File: config.mk
export PLATFORM = sky130hd
export DESIGN_NAME = cache_req_dispatcher
export DESIGN_NICKNAME = d
export VERILOG_FILES = /design/src/rtl/cache_ctrl_pkg.sv /design/src/rtl/cache_req_dispatcher_sat_counter.sv /design/src/rtl/cache_req_dispatcher.sv
export SDC_FILE = /design/constraint.sdc
export NUM_CORES = 1
export LEC_CHECK = 0
export BUFFER_PORTS_ARGS = -buffer_cell sky130_fd_sc_hd__buf_2
export CAP_MARGIN = 0
export CORE_AREA = 10 10 82 84
export DETAILED_ROUTE_END_ITERATION = 8
export DIE_AREA = 0 0 92 94
export PLACE_DENSITY = 0.75
export SYNTH_ARGS = -nofsm -noshare
export SYNTH_HDL_FRONTEND = slang
export SYNTH_HIERARCHICAL = 1
export SYNTH_SLANG_ARGS = --single-unit
File: constraint.sdc
create_clock -name clk -period 6.6 [get_ports clk]
set_input_delay 0.33 -clock clk [delete_from_list [all_inputs] [get_ports clk]]
set_output_delay 0.33 -clock clk [all_outputs]
set_load 0.005 [all_outputs]
File: src/rtl/cache_ctrl_pkg.sv
// Shared definitions for the cache controller request path: FSM state encoding
// and the layout of a request-queue entry.
package cache_ctrl_pkg;

   localparam int DEFAULT_DATA_W = 8;
   localparam int REQ_WE_BIT     = DEFAULT_DATA_W - 1;
   localparam int REQ_ADDR_MSB   = DEFAULT_DATA_W - 2;

   typedef enum logic [2:0] {
      IDLE      = 3'd0,
      POP       = 3'd1,
      CAPTURE   = 3'd2,
      ISSUE     = 3'd3,
      WAIT_RESP = 3'd4
   } disp_state_t;

endpackage

File: src/rtl/cache_req_dispatcher_sat_counter.sv
// Saturating event counter: it counts up on inc and holds at all-ones.
module sat_counter #(
   parameter int CNT_W = 16
) (
   input  logic             clk,
   input  logic             rst,
   input  logic             inc,
   output logic [CNT_W-1:0] count
);

   logic [CNT_W-1:0] count_q, count_d;

   always_comb begin
      count_d = count_q;
      if (inc && (count_q != {CNT_W{1'b1}})) begin
         count_d = count_q + {{(CNT_W-1){1'b0}}, 1'b1};
      end else begin
         count_d = count_q;
      end
   end

   always_ff @(posedge clk) begin
      if (rst) begin
         count_q <= {CNT_W{1'b0}};
      end else begin
         count_q <= count_d;
      end
   end

   assign count = count_q;

endmodule

File: src/rtl/cache_req_dispatcher.sv
// Pops request bytes from the queue, issues them to cache lookup over valid/ready,
// waits for the response with a watchdog, and keeps saturating hit/miss counts.
module cache_req_dispatcher
   import cache_ctrl_pkg::*;
#(
   parameter int DATA_W  = DEFAULT_DATA_W,
   parameter int TIMEOUT = 64,
   parameter int CNT_W   = 16
) (
   input  logic              clk,
   input  logic              rst,
   input  logic              enable,
   input  logic              q_empty,
   input  logic [DATA_W-1:0] q_data,
   output logic              q_read_en,
   output logic              req_valid,
   input  logic              req_ready,
   output logic              req_we,
   output logic [DATA_W-2:0] req_addr,
   input  logic              resp_valid,
   input  logic              resp_hit,
   input  logic              clr_err,
   output logic              busy,
   output logic              timeout_err,
   output logic [CNT_W-1:0]  hit_count,
   output logic [CNT_W-1:0]  miss_count
);

   // Field positions follow the configured width, matching the package layout at the default width.
   localparam int WE_BIT   = DATA_W - 1;
   localparam int ADDR_MSB = DATA_W - 2;
   localparam int TMR_W    = $clog2(TIMEOUT);

   disp_state_t       state_q, state_d;
   logic [TMR_W-1:0]  timer_q, timer_d;
   logic              req_we_q, req_we_d;
   logic [DATA_W-2:0] req_addr_q, req_addr_d;
   logic              err_q, err_d;
   logic              hit_inc, miss_inc;

   always_comb begin
      state_d    = state_q;
      timer_d    = timer_q;
      req_we_d   = req_we_q;
      req_addr_d = req_addr_q;
      err_d      = err_q;
      hit_inc    = 1'b0;
      miss_inc   = 1'b0;
      // A clear is applied first so that a watchdog set in the same cycle overrides it.
      if (clr_err) begin
         err_d = 1'b0;
      end
      case (state_q)
         IDLE: begin
            if (enable && !q_empty) begin
               state_d = POP;
            end
         end
         POP: begin
            state_d = CAPTURE;
         end
         CAPTURE: begin
            req_we_d   = q_data[WE_BIT];
            req_addr_d = q_data[ADDR_MSB:0];
            state_d    = ISSUE;
         end
         ISSUE: begin
            if (req_ready) begin
               timer_d = {TMR_W{1'b0}};
               state_d = WAIT_RESP;
            end
         end
         WAIT_RESP: begin
            timer_d = timer_q + {{(TMR_W-1){1'b0}}, 1'b1};
            if (resp_valid) begin
               hit_inc  = resp_hit;
               miss_inc = !resp_hit;
               state_d  = IDLE;
            end else if (timer_q == TMR_W'(TIMEOUT - 1)) begin
               err_d   = 1'b1;
               state_d = IDLE;
            end
         end
         default: begin
            state_d = IDLE;
         end
      endcase
   end

   always_ff @(posedge clk) begin
      if (rst) begin
         state_q    <= IDLE;
         timer_q    <= {TMR_W{1'b0}};
         req_we_q   <= 1'b0;
         req_addr_q <= {(DATA_W-1){1'b0}};
         err_q      <= 1'b0;
      end else begin
         state_q    <= state_d;
         timer_q    <= timer_d;
         req_we_q   <= req_we_d;
         req_addr_q <= req_addr_d;
         err_q      <= err_d;
      end
   end

   sat_counter #(.CNT_W(CNT_W)) u_hit_cnt (
      .clk   (clk),
      .rst   (rst),
      .inc   (hit_inc),
      .count (hit_count)
   );

   sat_counter #(.CNT_W(CNT_W)) u_miss_cnt (
      .clk   (clk),
      .rst   (rst),
      .inc   (miss_inc),
      .count (miss_count)
   );

   assign q_read_en   = (state_q == POP);
   assign req_valid   = (state_q == ISSUE);
   assign busy        = (state_q != IDLE);
   assign req_we      = req_we_q;
   assign req_addr    = req_addr_q;
   assign timeout_err = err_q;

endmodule
==> flow_metrics.env <==
export IMPL_dr_pass1_iters=4
export IMPL_yosys_area_top_type_share_pct=39.72
export IMPL_die_x_um=92
export IMPL_top_level_ports=60
export IMPL_place_area_mm2=0.002853
export IMPL_max_stage_delay_ns=0.57
export IMPL_whs_ns=0.2650
export IMPL_setup_slack_ns=3.849
export IMPL_endpoint_kind="flip-flop"
export IMPL_vias=2357
export IMPL_period_share_pct=41.69
export IMPL_routed_wl_um=5835
export IMPL_area_growth_pct=16.24
export IMPL_rows=26
export IMPL_final_cells=414
export IMPL_wl_per_cell_um=14.09
export IMPL_clkTransAtPathRegs_ns=0.08
export IMPL_core_area_mm2=0.005075
export IMPL_die_y_um=94
export IMPL_cts_buffer_depth=2
export IMPL_yosysWarningCount=6
export IMPL_finalSetupViolations=0
export IMPL_post_place_ws_ns=3.854
export IMPL_drv_cap=0
export IMPL_yosysSeqAreaShare_pct=39.72
export IMPL_place_inst=407
export IMPL_hold_viol_final=0
export IMPL_cts_sinks=50
export IMPL_grt_pass1_vias=2138
export IMPL_drc=0
export IMPL_dp_final_hpwl_um=4214
export IMPL_htreeDepth=2
export IMPL_layout_nets=363
export IMPL_cts_tree="built"
export IMPL_slew_violations=0
export IMPL_cts_repair_resized=0
export IMPL_peakVddDrop_uv=103.3
export IMPL_synth_fp_nets=310
export IMPL_clk_latency_ns=0.30
export IMPL_max_freq_ghz=0.3635
export IMPL_worstPathArrival_ns=2.94
export IMPL_syn_inst=291
export IMPL_synth_ff_latch_count=50
export IMPL_setup_tns_ns=0
export IMPL_hold_buffers=0
export IMPL_grt_max_degree=53
export IMPL_port_buffers=59
export IMPL_ys_types=43
export IMPL_worstHoldPathType="input port to flip-flop"
export IMPL_fin_util_pct=57.72
export IMPL_cpMaxStageDelayCell="nor3_1"
export IMPL_start_util_pct=49.65
export IMPL_n_antenna_cell=0
export IMPL_drive_gt1_share_pct=21.80
export IMPL_grt_use_total_pct=13.51
export IMPL_grt_pass1_wl_um=9936
export IMPL_p_per_area_mw_per_mm2=172.3
export IMPL_synth_edf_count=0
export IMPL_crit_path_cell_trace="or3b_1 -> nor3_1 -> nand2_1 -> nor4bb_1 -> mux2_2"
export IMPL_drtIter0Drc=225
export IMPL_yosys_most_used_dff="dfxtp_1"
export IMPL_finalPower_mw=0.5045
export IMPL_required_ns=6.79
export IMPL_async_flop_share_pct=0
export IMPL_clockRootBuffer="clkbuf_8"
export IMPL_postCtsSetupRepairBufs=0
export IMPL_finalClockSkew_ns=0.006073
export IMPL_critical_path_peak_fanout=13
export IMPL_gr_total_overflow=0
export IMPL_dieArea_mm2=0.008648
export IMPL_antenna_found_initial=0
export IMPL_synth_most_common_cell="dfxtp_1"
export IMPL_numCtsBuffers=5
export IMPL_rsz0062_at_grt="false"
export IMPL_synth_area_per_cell_um2=8.660
export IMPL_fin_area_mm2=0.002929
export IMPL_p_leak_nw=1.113
export IMPL_place_gp_congestion=0.8394
export IMPL_netlist_top_cells_count="50 x dfxtp_1, 26 x a21oi_1, 21 x nor2_1, 18 x nand2_1, 18 x nand3_1"
export IMPL_via_per_inst=5.693
export IMPL_yosysTopAreaCell="dfxtp_1"
export IMPL_post_route_min_period_ns=2.751
export IMPL_ant_nets=0
export IMPL_synth_top_cells_by_area="dfxtp_1 40%, a21oi_1 5.2%, or4_1 4.8%"
export IMPL_worst_setup_path_start_kind="flip-flop"
export IMPL_maxSlewHeadroom_pct=36.48
export IMPL_outcome="complete, no violations"
export IMPL_worstMarginPinSlew_ns=0.9527
export IMPL_synth_area_mm2=0.002520
export IMPL_path_class="flip-flop to flip-flop"
==> kinds of logic (layout without fill, tap and decap cells) <==
family | after synthesis | after routing | share of synthesized area [%]
compound gates | 64 | 64 | 16.09
xor+xnor | 4 | 4 | 1.390
fa+ha+maj | 3 | 3 | 1.490
buf+inv | 25 | 78 | 3.922
flops | 50 | 50 | 39.72
mux | 12 | 12 | 4.866
simple gates | 133 | 133 | 32.52
==> power by group <==
group | total [mW] | internal [mW] | switching, mW
logic | 0.0276 | 0.0129 | 0.0147
clock network | 0.167 | 0.0732 | 0.0942
registers | 0.309 | 0.305 | 0.00437
==> sequential cells by signal (all words and copies together) (netlist names) <==
register / count
u_miss_cnt/count: 16
state_q: 3
timeout_err: 1
u_hit_cnt/count: 16
req_we: 1
req_addr: 7
timer_q: 6
==> critical path: cells and delay by family (launching register included) <==
family	cells	cell delay (ns)
flops	1	0.43
mux	1	0.37
simple gates	4	1.86
==> final timing paths <==
kind	from	end	slack (ns)	cells past startpoint
worst max-delay path	state_q[1]	u_miss_cnt/count[11]	3.85	5
worst min-delay path	q_data[5]	req_addr[5]	0.27	3
worst max register to register	state_q[1]	u_miss_cnt/count[11]	3.85	5
worst min register to register	timeout_err	timeout_err	0.48	2
==> cell type report <==
cell class | count | area (um2)
flip-flops and latches | 50 | 1001
repair buffers | 60 | 302.8
inverters | 11 | 41.29
well taps | 70 | 87.58
multi-input cells | 216 | 1420
fillers | 480 | 2146
clock buffers | 7 | 76.32
==> per-layer routing <==
metal	track usage (%)	share of wire [%]
met1	16.09	47
met2	22.71	47
met3	4.237	5.2
met4	4.113	0.70
met5	0	0
==> layout by cell type (no fill, tap or decap), types with 3 or more instances in the layout <==
| cell | instances |
|---|---|
| buf_2 | 59 |
| clkbuf_8 | 5 |
| a21oi_1 | 26 |
| a311oi_1 | 3 |
| nor2b_1 | 5 |
| nand2_1 | 18 |
| nand2b_1 | 3 |
| nand3_1 | 18 |
| dfxtp_1 | 50 |
| ha_1 | 3 |
| and3_1 | 3 |
| o21ai_0 | 9 |
| nand3b_1 | 3 |
| or3_1 | 6 |
| xnor2_1 | 4 |
| o31ai_1 | 13 |
| and4_1 | 6 |
| or4_1 | 16 |
| mux2i_1 | 10 |
| nand4_1 | 7 |
| inv_1 | 11 |
| nor4_1 | 4 |
| o311ai_0 | 3 |
| nor3_1 | 10 |
| nor2_1 | 21 |
(Power assumes the default switching activity.)
